[config.mk]
export PLATFORM = sky130hd
export DESIGN_NAME = regfile_mp
export DESIGN_NICKNAME = d
export VERILOG_FILES = /design/src/rtl/regfile_mp.sv
export SDC_FILE = /design/constraint.sdc
export NUM_CORES = 2
export LEC_CHECK = 0
export CORE_MARGIN = 1.5
export CORE_UTILIZATION = 34
export CTS_CLUSTER_SIZE = 30
export DETAILED_ROUTE_END_ITERATION = 10
export MAX_ROUTING_LAYER = met4
export PLACE_DENSITY = 0.55
export SYNTH_ARGS = -nofsm -noshare
export SYNTH_HDL_FRONTEND = slang
export SYNTH_SLANG_ARGS = --single-unit
[constraint.sdc]
create_clock -name i_clk -period 2.9 [get_ports i_clk]
set_input_delay 0.435 -clock i_clk [delete_from_list [all_inputs] [get_ports i_clk]]
set_output_delay 0.435 -clock i_clk [all_outputs]
set_load 0.1 [all_outputs]
[src/rtl/regfile_mp.sv]
// Multi-port register file: NRD read ports, two prioritised write ports, per-register
// scoreboard and a sequential sweep-clear engine. Optional forwarding under REGFILE_BYPASS_EN.
module regfile_mp #(
    parameter int XLEN     = 32,
    parameter int NREG     = 32,
    parameter int NRD      = 2,
    parameter int ZERO_REG = 1,
    localparam int AW      = $clog2(NREG)
) (
    input  logic                i_clk,
    input  logic                i_rst_n,
    input  logic [NRD*AW-1:0]   i_rs_addr,
    output logic [NRD*XLEN-1:0] o_rs_data,
    output logic [NRD-1:0]      o_rs_busy,
    input  logic                i_wr0_en,
    input  logic [AW-1:0]       i_wr0_addr,
    input  logic [XLEN-1:0]     i_wr0_data,
    input  logic                i_wr1_en,
    input  logic [AW-1:0]       i_wr1_addr,
    input  logic [XLEN-1:0]     i_wr1_data,
    input  logic                i_sb_set_en,
    input  logic [AW-1:0]       i_sb_set_addr,
    input  logic                i_clr_req,
    output logic                o_clr_busy
);

    typedef enum logic {S_IDLE, S_CLEAR} state_t;

    state_t                      r_state, w_state_nxt;
    logic [AW-1:0]               r_idx, w_idx_nxt;
    logic [NREG-1:0][XLEN-1:0]   r_regs;
    logic [NREG-1:0]             r_busy;

    logic w_clr_act, w_flush, w_wr0, w_wr1, w_sbs;

    assign w_clr_act  = (r_state == S_CLEAR);
    assign w_flush    = (r_state == S_IDLE) && i_clr_req;
    assign w_wr0      = i_wr0_en    && !w_clr_act;
    assign w_wr1      = i_wr1_en    && !w_clr_act;
    assign w_sbs      = i_sb_set_en && !w_clr_act;
    assign o_clr_busy = w_clr_act;

    always_ff @(posedge i_clk) begin
        if (!i_rst_n) begin
            r_state <= S_IDLE;
            r_idx   <= '0;
        end else begin
            r_state <= w_state_nxt;
            r_idx   <= w_idx_nxt;
        end
    end

    always_comb begin
        w_state_nxt = r_state;
        w_idx_nxt   = r_idx;
        case (r_state)
            S_IDLE: begin
                if (i_clr_req) begin
                    w_state_nxt = S_CLEAR;
                    w_idx_nxt   = '0;
                end
            end
            S_CLEAR: begin
                w_idx_nxt = r_idx + AW'(1);
                if (r_idx == AW'(NREG - 1)) w_state_nxt = S_IDLE;
            end
            default: w_state_nxt = S_IDLE;
        endcase
    end

    // Port 1 beats port 0; a scoreboard set beats the clear implied by a write.
    always_ff @(posedge i_clk) begin
        if (!i_rst_n) begin
            r_regs <= '0;
            r_busy <= '0;
        end else begin
            for (int r = 0; r < NREG; r++) begin
                if (ZERO_REG != 0 && r == 0) begin
                    r_regs[r] <= '0;
                    r_busy[r] <= 1'b0;
                end else begin
                    if (w_clr_act) begin
                        if (r_idx == AW'(r)) r_regs[r] <= '0;
                    end else if (w_wr1 && i_wr1_addr == AW'(r)) begin
                        r_regs[r] <= i_wr1_data;
                    end else if (w_wr0 && i_wr0_addr == AW'(r)) begin
                        r_regs[r] <= i_wr0_data;
                    end

                    if (w_flush) begin
                        r_busy[r] <= 1'b0;
                    end else if (w_sbs && i_sb_set_addr == AW'(r)) begin
                        r_busy[r] <= 1'b1;
                    end else if ((w_wr1 && i_wr1_addr == AW'(r)) ||
                                 (w_wr0 && i_wr0_addr == AW'(r))) begin
                        r_busy[r] <= 1'b0;
                    end
                end
            end
        end
    end

    logic [NRD-1:0][XLEN-1:0] w_rd_data;
    assign o_rs_data = w_rd_data;

    for (genvar k = 0; k < NRD; k++) begin : g_rd
        logic [AW-1:0]   w_addr;
        logic            w_zero;
        logic [XLEN-1:0] w_data;
        logic            w_busy;

        assign w_addr = i_rs_addr[k*AW +: AW];
        assign w_zero = (ZERO_REG != 0) && (w_addr == '0);

        always_comb begin
            w_data = r_regs[w_addr];
            w_busy = r_busy[w_addr];
`ifdef REGFILE_BYPASS_EN
            if (!w_zero) begin
                if (w_wr1 && i_wr1_addr == w_addr)      w_data = i_wr1_data;
                else if (w_wr0 && i_wr0_addr == w_addr) w_data = i_wr0_data;
                if (((w_wr1 && i_wr1_addr == w_addr) || (w_wr0 && i_wr0_addr == w_addr)) &&
                    !(w_sbs && i_sb_set_addr == w_addr))
                    w_busy = 1'b0;
            end
`endif
            if (w_zero) begin
                w_data = '0;
                w_busy = 1'b0;
            end
        end

        assign w_rd_data[k] = w_data;
        assign o_rs_busy[k] = w_busy;
    end

endmodule

# Yosys cells after proc, flatten, opt, wreduce, memory -nomap -nowiden
# Index checks and enable logic that the tools add are counted.
[word_totals] register_bits=1062 wordCells=655 inputBits=95 output_inout_bits=67
[classes] n_eq_ne=156 magnitude_cmp=2 n_bitwise=2 n_reduce_logical=225 add_sub_neg=1 muxes=203
[ops] cell="two-way mux 32 bit" n=128
[ops] cell="binary-select mux 32 bit (select 5 bit)" n=2
[ops] cell="equality test 5 bit (second input constant)" n=64
[ops] cell="equality test 5 x 4 -> 1 bit (second input constant)" n=32
[ops] cell="logical AND 1 bit" n=97
[ops] cell="nonzero test 3 bit" n=31
[ops] cell="equality test 5 x 3 -> 1 bit (second input constant)" n=16
[ops] cell="two-way mux 1 bit" n=68
[ops] cell="!= test 2 x 1 -> 1 bit (second input constant)" n=31
[ops] cell="AND reduction 2 bit" n=31
[ops] cell="nonzero test 2 bit" n=31
[ops] cell="equality test 5 x 2 -> 1 bit (second input constant)" n=8
[ops] cell="logical OR 1 bit" n=31
[ops] cell="equality test 5 x 1 -> 1 bit (second input constant)" n=4
[ops] cell="< comparator 5 x 6 -> 1 bit (second input constant)" n=2
[ops] cell="binary-select mux 1 bit (select 5 bit)" n=2
[ops] cell="logical NOT 5 bit" n=2
[ops] cell="case mux 5 bit (2 select lines)" n=1
[ops] cell="adder 5 x 1 -> 5 bit (second input constant)" n=1
[ops] cell="two-way mux 5 bit" n=1
[ops] cell="!= test 2 bit (second input constant)" n=1
[ops] cell="NOT 1 bit" n=2
[ops] cell="case mux 1 bit (2 select lines)" n=1
[ops] cell="OR reduction 2 bit" n=1
[ops] cell="logical NOT 1 bit" n=1

# Longest topological paths before layout
[logic_depth] ltp_word=6 ltp_mapped=8 depth_no_buf=6

# Least setup slack after synthesis
# Ideal clock, no wire load.
[synth_path] path_kind="in2out" startpoint="in i_rs_addr[3]" endpoint="out o_rs_data[10]" required_ns=2.465 setup_slack_ns=-1.124 t_arrival_ns=3.589 path_buffers=4 stages=7 cell_sequence="buf_2 buf_2 buf_2 nand3_1 clkbuf_1 o22ai_1 nor3_1"
[synth_between] elab_chain_len=3 word_cells_on_any_way=4 cone_classes="mux: 3; reduce/logical: 1"
[synth_rtl] element="start, declared" line="12" text="input logic [NRD*AW-1:0] i_rs_addr,"
[synth_rtl] element="binary-select mux 32 bit (select 5 bit)" line="116" text="w_data = r_regs[w_addr];"
[synth_rtl] element="two-way mux 32 bit (not written as such)" line="116"
[synth_rtl] element="two-way mux 32 bit (*)" line="127" text="if (w_zero) begin"
[synth_rtl] element="end, declared" line="13" text="output logic [NRD*XLEN-1:0] o_rs_data,"
# Every way passes the cells marked *; elsewhere a longest branch is shown, timed or not. The select of a mux whose other input is x is not followed.

# Final worst setup path
[layout_path] startpoint="reg r_regs[918] (netlist bit)" endpoint="out o_rs_data[22]"
[layout_between] elab_chain_len=3
[layout_rtl] element="start, declared" line="31" text="logic [NREG-1:0][XLEN-1:0] r_regs;"
[layout_rtl] element="start signal, assigned by index" line="85" text="r_regs[r] <= i_wr1_data;"
[layout_rtl] element="start signal, assigned by index" line="87" text="r_regs[r] <= i_wr0_data;"
[layout_rtl] element="binary-select mux 32 bit (select 5 bit)" line="116"
[layout_rtl] element="two-way mux 32 bit (not written as such)" line="116"
[layout_rtl] element="two-way mux 32 bit" line="127"
# Every way passes these cells. The select of a mux whose other input is x is not followed.

==> flow_summary.toml <==
[logic_synthesis]
synth_top_family_by_area = "simple AND/OR/NAND/NOR gates"
synth_fa_ha_area_share_pct = 0.1135
synth_mux_area_share_pct = 18.73
synth_xor_area_share_pct = 0.02649
synth-compound-area-share_pct = 12.82
ys_seq_elements = 1029
synth_area_leader_cell = "dfxtp_1"
syn_inst = 7745
synth-edff-count = 0
mappedNetlistNets = 7846
synth_top_area_share_pct = 31.15
synth.avg_cell_area_sq_um = 8.537
synthSimpleGateAreaFrac_pct = 28.33
synthTopCellsByArea = "dfxtp_1 (31%), nand4_1 (18%), mux4_2 (13%)"
async_reset_ff_share_pct = 0
synth-main-ff-cell = "dfxtp_1"
synth_area_sq_um = 66120
yosysWarnings = 0
ys_seq_area_share_pct = 31.15
synth_cell_type_count = 46

[critical_path]
endpoint_kind = "primary output"
timing.rr.start = "o_clr_busy$_SDFF_PN0_"
startpoint = "r_regs[918]$_SDFFE_PN0P_"
max_stage_delay_ns = 0.48
crit_required_ns = 2.47
r2r_cells = 7
worstPathArrival_ns = 2.79
worstSetupPathType = "flop to primary output"
cpMaxStageDelayCell = "mux4_2"
cp_max_fo = 3
critical_path.cell_chain = "mux4_2 -> mux2_4 -> o22ai_4 -> nor3_4 -> buf_12"
cp-start-kind = "flop"

[global_route]
grt.total_usage_pct = 39.02
grt_pass1_vias = 70580
busiest_layer = "met2"
grt_pass1_wl_um = 546800
met1_usage_pct = 46.65
grt_max_degree = 102
met3_usage_pct = 14.93
antenna_found_initial = 35
grt_overflow_total = 0
met2_usage_pct = 52.39

[clocking]
clk_pin_slew_worst_paths_ns = 0.06
cts_sinks = 1029
insertion_delay_ns = 0.81
hold_buffers = 0
cts-buffers-inserted = 117
htreeDepth = 3
clockRootBuffer = "clkbuf_16"
clk_path_buf_depth = 3
cts_tree = "yes"

[sta]
worstMarginPinSlew_ns = 1.526
slew_headroom_pct = -1.703
period_minus_slack_ns = 3.222
fmax_mhz = 310.3
rsz0062_at_grt = "true"
fin_crit_sh_pct = 111.1
holdWs_ns = 0.05592
setup_violations = 65
finalHoldViolCount = 0
maxSlewViolCount = 31
setup_ws_ns = -0.3223
skew_ns = 0.03427

[floorplan]
ioPinCount = 162
start_util_pct = 34.30
die_area_sq_um = 197100
rows = 161
die_h_um = 444.0
die_w_um = 444.0
core_area_sq_um = 192800

[detailed_routing]
route.detailed.drc = 0
dr.pass1.iters = 9
via_count = 76900
drt-total-wl_um = 389200
viasPerCell = 7.568
post_drt_wl_per_cell_um = 38.30
ant_nets = 0
drt_iter0_drc = 13890

[placed_design]
portBuffers = 161
globalplace.congestion = 1.079
pre_cts_ws_ns = -0.7509
dp.cells = 9917
post-dp-hpwl_um = 237000
dpl-instance-area_sq_um = 75230

[layout]
layout-drive-gt1-share_pct = 26.84
finalInstanceArea_sq_um = 81510
finalNonFillerCells = 10160
area_growth_pct = 23.27
multi_input_area_sq_um = 42570
final_cell_mix = "nand4_1 (1858), nand2_1 (1027), a31oi_1 (928)"
nNetsFinal = 7612
fillers = 18110
regArea_sq_um = 20770
finish.utilization_pct = 42.28
final_common_cell = "nand4_1"

[hold_path]
min_from = "i_rst_n"
min_path_type = "primary input to flop"
whs_path_depth = 2

[power]
power_density_nw_per_um2 = 466.7
p_seq_share_pct = 38.0
internal-power_uw = 26120
ir_drop_v = 0.0004837
p_leak_uw = 0.02500
switching_share_pct = 31.35
clkPwrFrac_pct = 43.5
switching_power_uw = 11920
pwr-share-comb_pct = 18.5

[run]
cap_violations = 0

[run_status]
violations = "max-slew violations, negative setup slack"
outcome = "finished, violations left"
==> layout make-up <==
class / instances / area share (%)
repair buffers: 906 / 13.28
well taps: 2526 / 3.877
clock inverters: 40 / 0.7598
multi-input cells: 5452 / 52.23
inverters: 5 / 0.03223
clock buffers: 175 / 4.246
diodes: 28 / 0.08596
flip-flops and latches: 1029 / 25.49
==> sequential cells by signal, indices dropped and copies added (netlist names) <==
name and cells:
o_clr_busy 1, r_idx 5, r_regs 992, r_busy 31
==> what timing repair did <==
action	CTS	global route
resized for setup	379	167
setup endpoints to repair	66	66
pin swaps	30	42
setup buffers	0	7
gates cloned	1	1
==> cells in the mapped netlist, types with 103 or more instances <==
cell type     n
a31oi_1     928
buf_1       103
buf_2       338
clkbuf_1    697
dfxtp_1    1029
mux2_2      132
mux2i_1     198
mux4_2      396
nand2_1    1028
nand4_1    1858
nor2_1      108
nor3_1      133
o22ai_1     198
==> through the flow <==
step	setup TNS (ns)	total power (uW)
floorplan	0	17980
global placement	-23.72	21120
detailed placement	-21.73	21150
CTS	-7.987	37490
global route	-8.278	38440
finish	-9.608	38040
==> routing by layer <==
layer	vias up	wire [um]
met5	-	0
met1	37760	135100
met3	1574	60670
met2	7313	155700
met4	0	37640
li1	30250	-
==> critical path, delay by kind of cell (launching register included) <==
| family | cells | cell delay (ns) |
|---|---|---|
| DFF | 1 | 0.34 |
| muxes | 2 | 0.83 |
| and+or+nand+nor | 1 | 0.16 |
| AOI/OAI and AO/OA | 1 | 0.45 |
| buffers and inverters | 1 | 0.21 |
==> power by group through the flow <==
| stage | clock (uW) | combinational, uW | sequential [uW] |
|---|---|---|---|
| after global routing | 17000 | 6970 | 14500 |
| after floorplan | 0 | 3270 | 14700 |
| after detailed placement | 0 | 6400 | 14700 |
| final | 16500 | 7040 | 14500 |
| after CTS | 16500 | 6590 | 14400 |
| after global placement | 0 | 6380 | 14700 |
==> kinds of logic after synthesis <==
logic type,count (synthesis)
AOI/OAI and AO/OA,1291
xor gates and xnor gates,2
adders and majority gates,6
buffers and inverters,1264
DFF,1029
muxes,726
and+or+nand+nor,3427
==> worst paths after layout <==
| kind | endpoint | slack (ns) |
|---|---|---|
| min reg2reg | r_regs[900]$_SDFFE_PN0P_ | 0.50 |
| max reg2reg | r_regs[828]$_SDFFE_PN0P_ | 0.39 |
| min | r_regs[522]$_SDFFE_PN0P_ | 0.06 |
| max | o_rs_data[22] | -0.32 |
No activity file was read; power rests on OpenSTA's default activity.
